## config.mk

```make
export PLATFORM = sky130hd
export DESIGN_NAME = ucsbece154b_perf_counters
export DESIGN_NICKNAME = d
export VERILOG_FILES = /design/src/rtl/ucsbece154b_perf_pkg.sv /design/src/rtl/ucsbece154b_perf_ctr.sv /design/src/rtl/ucsbece154b_perf_counters.sv
export SDC_FILE = /design/constraint.sdc
export NUM_CORES = 1
export LEC_CHECK = 0
export CAP_MARGIN = 20
export CORE_UTILIZATION = 50
export DETAILED_ROUTE_END_ITERATION = 7
export MAX_ROUTING_LAYER = met4
export PLACE_DENSITY = 0.76
export SYNTH_ARGS = -nofsm -noshare
export SYNTH_HDL_FRONTEND = slang
export SYNTH_SLANG_ARGS = --single-unit
export TNS_END_PERCENT = 50
```

## constraint.sdc

```tcl
create_clock -name clk -period 26.5 [get_ports clk]
set_input_delay 5.3 -clock clk [delete_from_list [all_inputs] [get_ports clk]]
set_output_delay 5.3 -clock clk [all_outputs]
set_load 0.02 [all_outputs]
```

## src/rtl/ucsbece154b_perf_pkg.sv

```systemverilog
// ----------------------------------------------------------------------------
// ucsbece154b_perf_pkg
// Shared definitions for the in-core performance monitor:
//   - counter indices (position of each counter in the event vector and in the
//     readout stream)
//   - readout FSM state encoding
// No ports; imported by ucsbece154b_perf_ctr and ucsbece154b_perf_counters.
// ----------------------------------------------------------------------------
package ucsbece154b_perf_pkg;

   localparam int CTR_CYCLES  = 0;
   localparam int CTR_INSTR   = 1;
   localparam int CTR_BR      = 2;
   localparam int CTR_BRMISS  = 3;
   localparam int CTR_JMP     = 4;
   localparam int CTR_JMPMISS = 5;
   localparam int NUM_CTRS    = 6;

   // Index of the final word of a readout stream.
   localparam logic [2:0] LAST_IDX = 3'd5;

   typedef enum logic {
      PERF_IDLE = 1'b0,
      PERF_SEND = 1'b1
   } perf_state_t;

endpackage

```

## src/rtl/ucsbece154b_perf_ctr.sv

```systemverilog
// ----------------------------------------------------------------------------
// ucsbece154b_perf_ctr
// One WIDTH-bit event counter. Clear has priority over increment.
// Configuration macro: PERF_SATURATE_EN
//   defined   -> counter sticks at all-ones
//   undefined -> counter wraps modulo 2^WIDTH
// Ports:
//   clk    in   clock, rising edge
//   reset  in   asynchronous, active-high
//   clear  in   synchronous clear to zero
//   inc    in   add one at the next edge
//   count  out  current value
// ----------------------------------------------------------------------------
module ucsbece154b_perf_ctr
   import ucsbece154b_perf_pkg::*;
#(
   parameter int WIDTH = 32
) (
   input  logic             clk,
   input  logic             reset,
   input  logic             clear,
   input  logic             inc,
   output logic [WIDTH-1:0] count
);

   localparam logic [WIDTH-1:0] ONE = {{(WIDTH-1){1'b0}}, 1'b1};

   // NOTE: sequential state is written with non-blocking assignments only, so
   // every flop samples the pre-edge value of every other flop.
   always_ff @(posedge clk or posedge reset) begin
      if (reset) begin
         count <= '0;
      end else if (clear) begin
         count <= '0;
      end else if (inc) begin
`ifdef PERF_SATURATE_EN
         if (count != '1) begin
            count <= count + ONE;
         end
`else
         count <= count + ONE;
`endif
      end
   end

endmodule

```

## src/rtl/ucsbece154b_perf_counters.sv

```systemverilog
// ----------------------------------------------------------------------------
// ucsbece154b_perf_counters
// In-core performance monitor. Execute-stage events are registered once, then
// drive six counters (cycles, instructions, branches, branch misses, jumps,
// jump misses). A snapshot request copies all live counters into shadow
// registers and streams them out, index 0..5, over a valid/ready port.
// Configuration macro: PERF_SATURATE_EN (saturating counters when defined,
// wrapping counters otherwise; handled inside ucsbece154b_perf_ctr).
// Ports:
//   clk, reset                 clock and asynchronous active-high reset
//   enable_i                   counting enable
//   stall_f_i                  Fetch stall; instruction count advances when low
//   branch_e_i, jump_e_i       branch / jal-jalr in Execute
//   pred_taken_e_i             prediction carried from Fetch
//   actual_taken_e_i           resolved PCSrcE
//   clear_i                    synchronous clear of live counters
//   snap_req_i                 request snapshot and readout
//   busy_o                     readout in progress
//   rd_valid_o, rd_ready_i     read handshake
//   rd_idx_o, rd_data_o        index and value of current word
//   rd_last_o                  final word (index 5)
// ----------------------------------------------------------------------------
module ucsbece154b_perf_counters
   import ucsbece154b_perf_pkg::*;
#(
   parameter int WIDTH = 32
) (
   input  logic             clk,
   input  logic             reset,
   input  logic             enable_i,
   input  logic             stall_f_i,
   input  logic             branch_e_i,
   input  logic             jump_e_i,
   input  logic             pred_taken_e_i,
   input  logic             actual_taken_e_i,
   input  logic             clear_i,
   input  logic             snap_req_i,
   output logic             busy_o,
   output logic             rd_valid_o,
   input  logic             rd_ready_i,
   output logic [2:0]       rd_idx_o,
   output logic [WIDTH-1:0] rd_data_o,
   output logic             rd_last_o
);

   logic [NUM_CTRS-1:0]            ev_d;
   logic [NUM_CTRS-1:0]            ev_q;
   logic [NUM_CTRS-1:0]            inc;
   logic [NUM_CTRS-1:0][WIDTH-1:0] live;
   logic [NUM_CTRS-1:0][WIDTH-1:0] shadow;
   perf_state_t                    state;
   logic [2:0]                     idx;

   // Raw event decode. A branch and a jump together are illegal upstream, but
   // both counts simply increment if it happens.
   // NOTE: every signal assigned in always_comb gets a default first, so no
   // path can leave it unassigned and infer a latch.
   always_comb begin
      ev_d              = '0;
      ev_d[CTR_CYCLES]  = 1'b1;
      ev_d[CTR_INSTR]   = !stall_f_i;
      ev_d[CTR_BR]      = branch_e_i;
      ev_d[CTR_BRMISS]  = branch_e_i && (pred_taken_e_i != actual_taken_e_i);
      ev_d[CTR_JMP]     = jump_e_i;
      ev_d[CTR_JMPMISS] = jump_e_i && (pred_taken_e_i != actual_taken_e_i);
   end

   // Event register: loads only while enabled and holds otherwise, so an event
   // captured just before enable drops is counted once counting resumes rather
   // than lost. Clear flushes it so nothing leaks in after the clear.
   always_ff @(posedge clk or posedge reset) begin
      if (reset) begin
         ev_q <= '0;
      end else if (clear_i) begin
         ev_q <= '0;
      end else if (enable_i) begin
         ev_q <= ev_d;
      end
   end

   // Counters only move while enabled.
   assign inc = enable_i ? ev_q : '0;

   for (genvar g = 0; g < NUM_CTRS; g++) begin : g_ctr
      ucsbece154b_perf_ctr #(
         .WIDTH (WIDTH)
      ) u_ctr (
         .clk   (clk),
         .reset (reset),
         .clear (clear_i),
         .inc   (inc[g]),
         .count (live[g])
      );
   end

   // Readout FSM. The shadow copy is taken from the pre-edge live values, so a
   // simultaneous clear never reaches the snapshot, and events still sitting in
   // the event register are excluded.
   // NOTE: the shadow bank is only six words, so it is reset along with the
   // rest of the state; this keeps rd_data_o defined from the first cycle.
   always_ff @(posedge clk or posedge reset) begin
      if (reset) begin
         state  <= PERF_IDLE;
         idx    <= 3'd0;
         shadow <= '0;
      end else begin
         case (state)
            PERF_IDLE: begin
               if (snap_req_i) begin
                  shadow <= live;
                  idx    <= 3'd0;
                  state  <= PERF_SEND;
               end
            end
            PERF_SEND: begin
               if (rd_ready_i) begin
                  if (idx == LAST_IDX) begin
                     idx   <= 3'd0;
                     state <= PERF_IDLE;
                  end else begin
                     idx <= idx + 3'd1;
                  end
               end
            end
            default: begin
               state <= PERF_IDLE;
               idx   <= 3'd0;
            end
         endcase
      end
   end

   // Outputs decode registered state only; rd_ready_i has no path to them.
   assign busy_o     = (state == PERF_SEND);
   assign rd_valid_o = busy_o;
   assign rd_idx_o   = idx;
   assign rd_last_o  = busy_o && (idx == LAST_IDX);

   always_comb begin
      rd_data_o = '0;
      if (busy_o) begin
         for (int i = 0; i < NUM_CTRS; i++) begin
            if (idx == i[2:0]) begin
               rd_data_o = shadow[i];
            end
         end
      end
   end

endmodule
```

Word-level counts from Yosys, hierarchy flattened
Index checks and enable logic that the tools add are counted. Widths: inputs -> output; s select.

Register bits after elaboration: 394. Logic and storage cells: 75.

$add $sub $neg: 7. Equality and inequality tests: 8. Mux-type cells: 30. Bitwise gates (word level): 1. Reduce and logical (&&, ||, !) cells: 14.

Operators with widths (number): $mux 32 (19); $add 32x1->32 const B (6); $mux 6 (3); $reduce_bool 2->1 (7); $mux 3 (3); $eq 3x2->1 const B (2); $eq 3x3->1 const B (2); $pmux 3 s2 (1); $ne 2x2->1 const B (2); $reduce_and 2->1 (2); $add 3x1->3 const B (1); $eq 3x1->1 const B (1); $logic_and 1x1->1 (3); $logic_not 3->1 (1); $mux 1 (3); $pmux 1 s2 (1); $logic_not 1->1 (1); $ne 1x1->1 (1); $not 1->1 (1).

Longest topological paths before layout
Depth after elaboration: 8. Mapped depth: 9. Depth with buffers taken out: 5.

Hierarchy
A second synthesis with hierarchy kept.

Cells, all modules: 1858. Area total of the unflattened synthesis: 20159.3 sq um.

By module, submodules not included: ucsbece154b_perf_ctr (times used 6, cells each 184, area each 1749.2 sq um); ucsbece154b_perf_counters (times used 1, cells each 754, area each 9664.3 sq um).

Worst setup path after synthesis
Ideal clock, no wire load.

Kind: reg-to-output. Start point: register idx[1], in the netlist rd_idx_o[1]. End point: output rd_data_o[10]. Arrival time: 2.301 ns. Required time: 21.200 ns. Slack: 18.899 ns. Stages on the path, launching flop included: 10. Buffers on the path: 4. Cells stage by stage: dfrtp_1 -> buf_2 -> buf_1 -> and2_1 -> ha_1 -> clkbuf_1 -> or2_2 -> clkbuf_1 -> o21ai_0 -> and3_1.

Cells in the longest elaborated chain, start to end: 8. Elaborated cells between the ends (all ways): 13. Classes of those cells: eq/ne: 5; mux: 7; reduce/logical: 1.

Ends and longest elaborated chain: from (decl) (line ucsbece154b_perf_counters.sv:52) `logic [2:0] idx;`; from (signal assigned) (line ucsbece154b_perf_counters.sv:121) `idx <= idx + 3'd1;`; $logic_not 3->1 (line ucsbece154b_perf_counters.sv:143) `if (idx == i[2:0]) begin`; $mux 32 (5 in a row) (line ucsbece154b_perf_counters.sv:143); $mux 32 (*) (line ucsbece154b_perf_counters.sv:143); $mux 32 (*) (line ucsbece154b_perf_counters.sv:141) `if (busy_o) begin`; to (decl) (line ucsbece154b_perf_counters.sv:42) `output logic [WIDTH-1:0] rd_data_o,`.

Mark *: on every way between the ends. The rest lies on a longest branch, timed or not.

Worst setup path in the final report
Start point: register idx[0], in the netlist rd_idx_o[0]. End point: output rd_data_o[31].

Same word-level chain as after synthesis.

==> results_dict.tcl <==
set metrics [dict create \
    status "complete, no violations" \
    vias_per_cell 6.176 \
    grt_use_total_pct 24.49 \
    postRouteAntennaNets 0 \
    path_max_fanout 33 \
    path_class "register to output port" \
    arrival_ns 3.59 \
    grt_pass1_wl_um 74700 \
    slew_headroom_pct 28.74 \
    syn_inst 1830 \
    clockBufferDepth 3 \
    power.density_nw_per_um2 72.99 \
    first_pass_iters 5 \
    rows 71 \
    gp_congestion 0.8543 \
    yosysWarningCount 0 \
    ys_types 52 \
    start_util_pct 51.03 \
    synthesis.nets 1848 \
    postLayoutCellArea_um2 21360 \
    slew_viol_final 0 \
    finalSetupViolations 0 \
    fillers 3151 \
    ys_seq_area_share_pct 51.17 \
    wl_per_cell_um 19.42 \
    overflow 0 \
    min_period_ns 8.885 \
    die_area_um2 39320 \
    synth_edf_count 0 \
    cts_sinks 394 \
    postCtsSetupBuffers 0 \
    fin_skew_ns 0.02747 \
    core_area_um2 37760 \
    cp-end-kind "output port" \
    ys_top_cells_by_count "dfrtp_1, mux2_2, a21oi_1" \
    route.detailed.drc 0 \
    rsz0062_at_grt "false" \
    cts_max_level 2 \
    syn_avg_cell_area_um2 10.53 \
    layout.nets 1826 \
    drt_iter0_markers 1291 \
    place_area_um2 19970 \
    p_leak_uw 0.009151 \
    portBuffers 48 \
    routed_wl_um 45640 \
    synth_area_leaders "dfrtp_1, mux2_2, a21oi_1" \
    ctsResizeCount 0 \
    syn2layout_area_growth_pct 10.88 \
    clk_pin_slew_ns 0.06 \
    fp.dieW_um 198.3 \
    yosysMostFrequentCell "dfrtp_1" \
    synth_top_area_share_pct 51.17 \
    setup_tns_ns 0 \
    die_h_um 198.3 \
    max_slew.worst_pin.slew_ns 1.069 \
    ys.flop_type "dfrtp_1" \
    grt_pass1_vias 14179 \
    clk_latency_ns 0.56 \
    cts_tree "yes" \
    synth.ff_latch_count 394 \
    grt_max_degree 186 \
    cts_hold_buf 0 \
    netlist_area_um2 19270 \
    fmax_mhz 112.5 \
    num_io_pins 49 \
    netlist.top_cell.by_area "dfrtp_1" \
    dp_hpwl_um 29510 \
    synth_async_sr_flop_share_pct 100.0 \
    ir_worst_vdd_mv 0.04075 \
    start_kind "register" \
    antenna_found_initial 0 \
    crit_required_ns 21.20 \
    maxCapViolations 0 \
    cts-root-buf "clkbuf_16" \
    finalCritPeriodShare_pct 33.53 \
    cts_buffers 42 \
    hold_viol_final 0 \
    vias 14514 \
    hold_path_class "register to register" \
    drive_above_1_share_pct 15.13 \
]
==> power breakdown <==
part	switching, µW	internal (µW)
Clock	238	342
Combinational	195	132
Sequential	24.4	628
==> worst paths after layout <==
| check | slack, ns | end | start | cells past startpoint |
|---|---|---|---|---|
| max | 17.61 | rd_data_o[31] | rd_idx_o[0]$_DFFE_PP0P_ | 7 |
| min in group asynchronous | 5.34 | g_ctr[4].u_ctr.count[25]$_DFFE_PP0P_ | reset | 2 |
| max reg2reg | 22.68 | shadow[96]$_DFFE_PP0P_ | busy_o$_DFF_PP0_ | 4 |
| min | 0.48 | shadow[67]$_DFFE_PP0P_ | shadow[67]$_DFFE_PP0P_ | 2 |
| min reg2reg | 0.48 | shadow[67]$_DFFE_PP0P_ | shadow[67]$_DFFE_PP0P_ | 2 |
| max in group asynchronous | 18.81 | g_ctr[3].u_ctr.count[31]$_DFFE_PP0P_ | reset | 4 |
==> final cells by class <==
class,instances,area (µm²),area share (%)
inverters,37,146.4,0.6853
flip-flops and latches,394,9862,46.16
well taps,511,639.4,2.993
clock buffers,68,1290,6.038
multi-input cells,1272,8733,40.88
repair buffers,61,611.8,2.864
clock inverters,6,77.57,0.3631
diodes,1,2.502,0.01171
==> critical path, cell delays in order (launching register included) <==
cell and delay (ns):
dfrtp_2 0.59, and2_1 0.23, ha_1 0.17, buf_4 0.25, or2_2 0.57, o21ai_0 0.40
and3_1 0.22, clkdlybuf4s50_1 0.60
==> cells in the final DEF (no fill, tap or decap), drive strengths merged, types with 3 or more instances in the layout <==
cell type / netlist / final
nor4: 31 / 31
clkdlybuf4s50: 0 / 47
nand2: 142 / 142
o21ai: 98 / 98
clkinv: 0 / 5
or2: 4 / 4
mux2: 178 / 178
inv: 37 / 37
or4b: 3 / 3
nor3: 13 / 13
nand2b: 3 / 3
xor2: 28 / 28
xnor2: 35 / 35
a21oi: 146 / 146
nor2b: 19 / 19
a2bb2oi: 32 / 32
nor2: 91 / 91
nand4: 42 / 42
nand3: 61 / 61
and4: 18 / 18
dfrtp: 394 / 394
clkbuf: 106 / 68
buf: 21 / 14
or3: 37 / 37
ha: 7 / 7
mux2i: 67 / 67
or4: 81 / 81
o31ai: 71 / 71
and2: 5 / 5
and3: 44 / 44
==> flip-flops by register name (all words and copies together) (netlist names) <==
register	flops
ev_q	6
busy_o	1
g_ctr.u_ctr.count	192
shadow	192
rd_idx_o	3
==> logic make-up (layout without fill, tap and decap cells) <==
kind of cell	Yosys count	after routing	synth area share, %
fa+ha+maj	7	7	0.4546
compound gates	358	358	11.04
other cells	0	1	0
xor+xnor	63	63	2.864
simple gates	599	599	16.99
mux	245	245	13.88
flops	394	394	51.17
buf+inv	164	172	3.591
==> metrics by stage <==
step / setup WS, ns / hold slack, ns / std cells / total power (µW) / util, %
after global routing: 17.41 / 0.5063 / 2349 / 1621 / 56.58
after global placement: 17.74 / 0.4619 / 2274 / 982.0 / 52.88
after CTS: 17.56 / 0.4834 / 2348 / 1564 / 56.50
final: 17.61 / 0.4800 / 2350 / 1559 / 56.58
after floorplan: 10.25 / 0.4492 / 1830 / 870.1 / -
after detailed placement: 17.73 / 0.4709 / 2274 / 985.7 / 52.88
==> layer usage <==
| layer | part of all wire [%] | global-route usage, % | vias to the layer above |
|---|---|---|---|
| met5 | 0 | - | - |
| met4 | 3.3 | 9.245 | 0 |
| met3 | 4.5 | 2.436 | 103 |
| met2 | 46 | 36.82 | 377 |
| met1 | 46 | 34.39 | 7363 |
| li1 | - | - | 6671 |
Note: power is estimated with default switching activity, not from simulation.
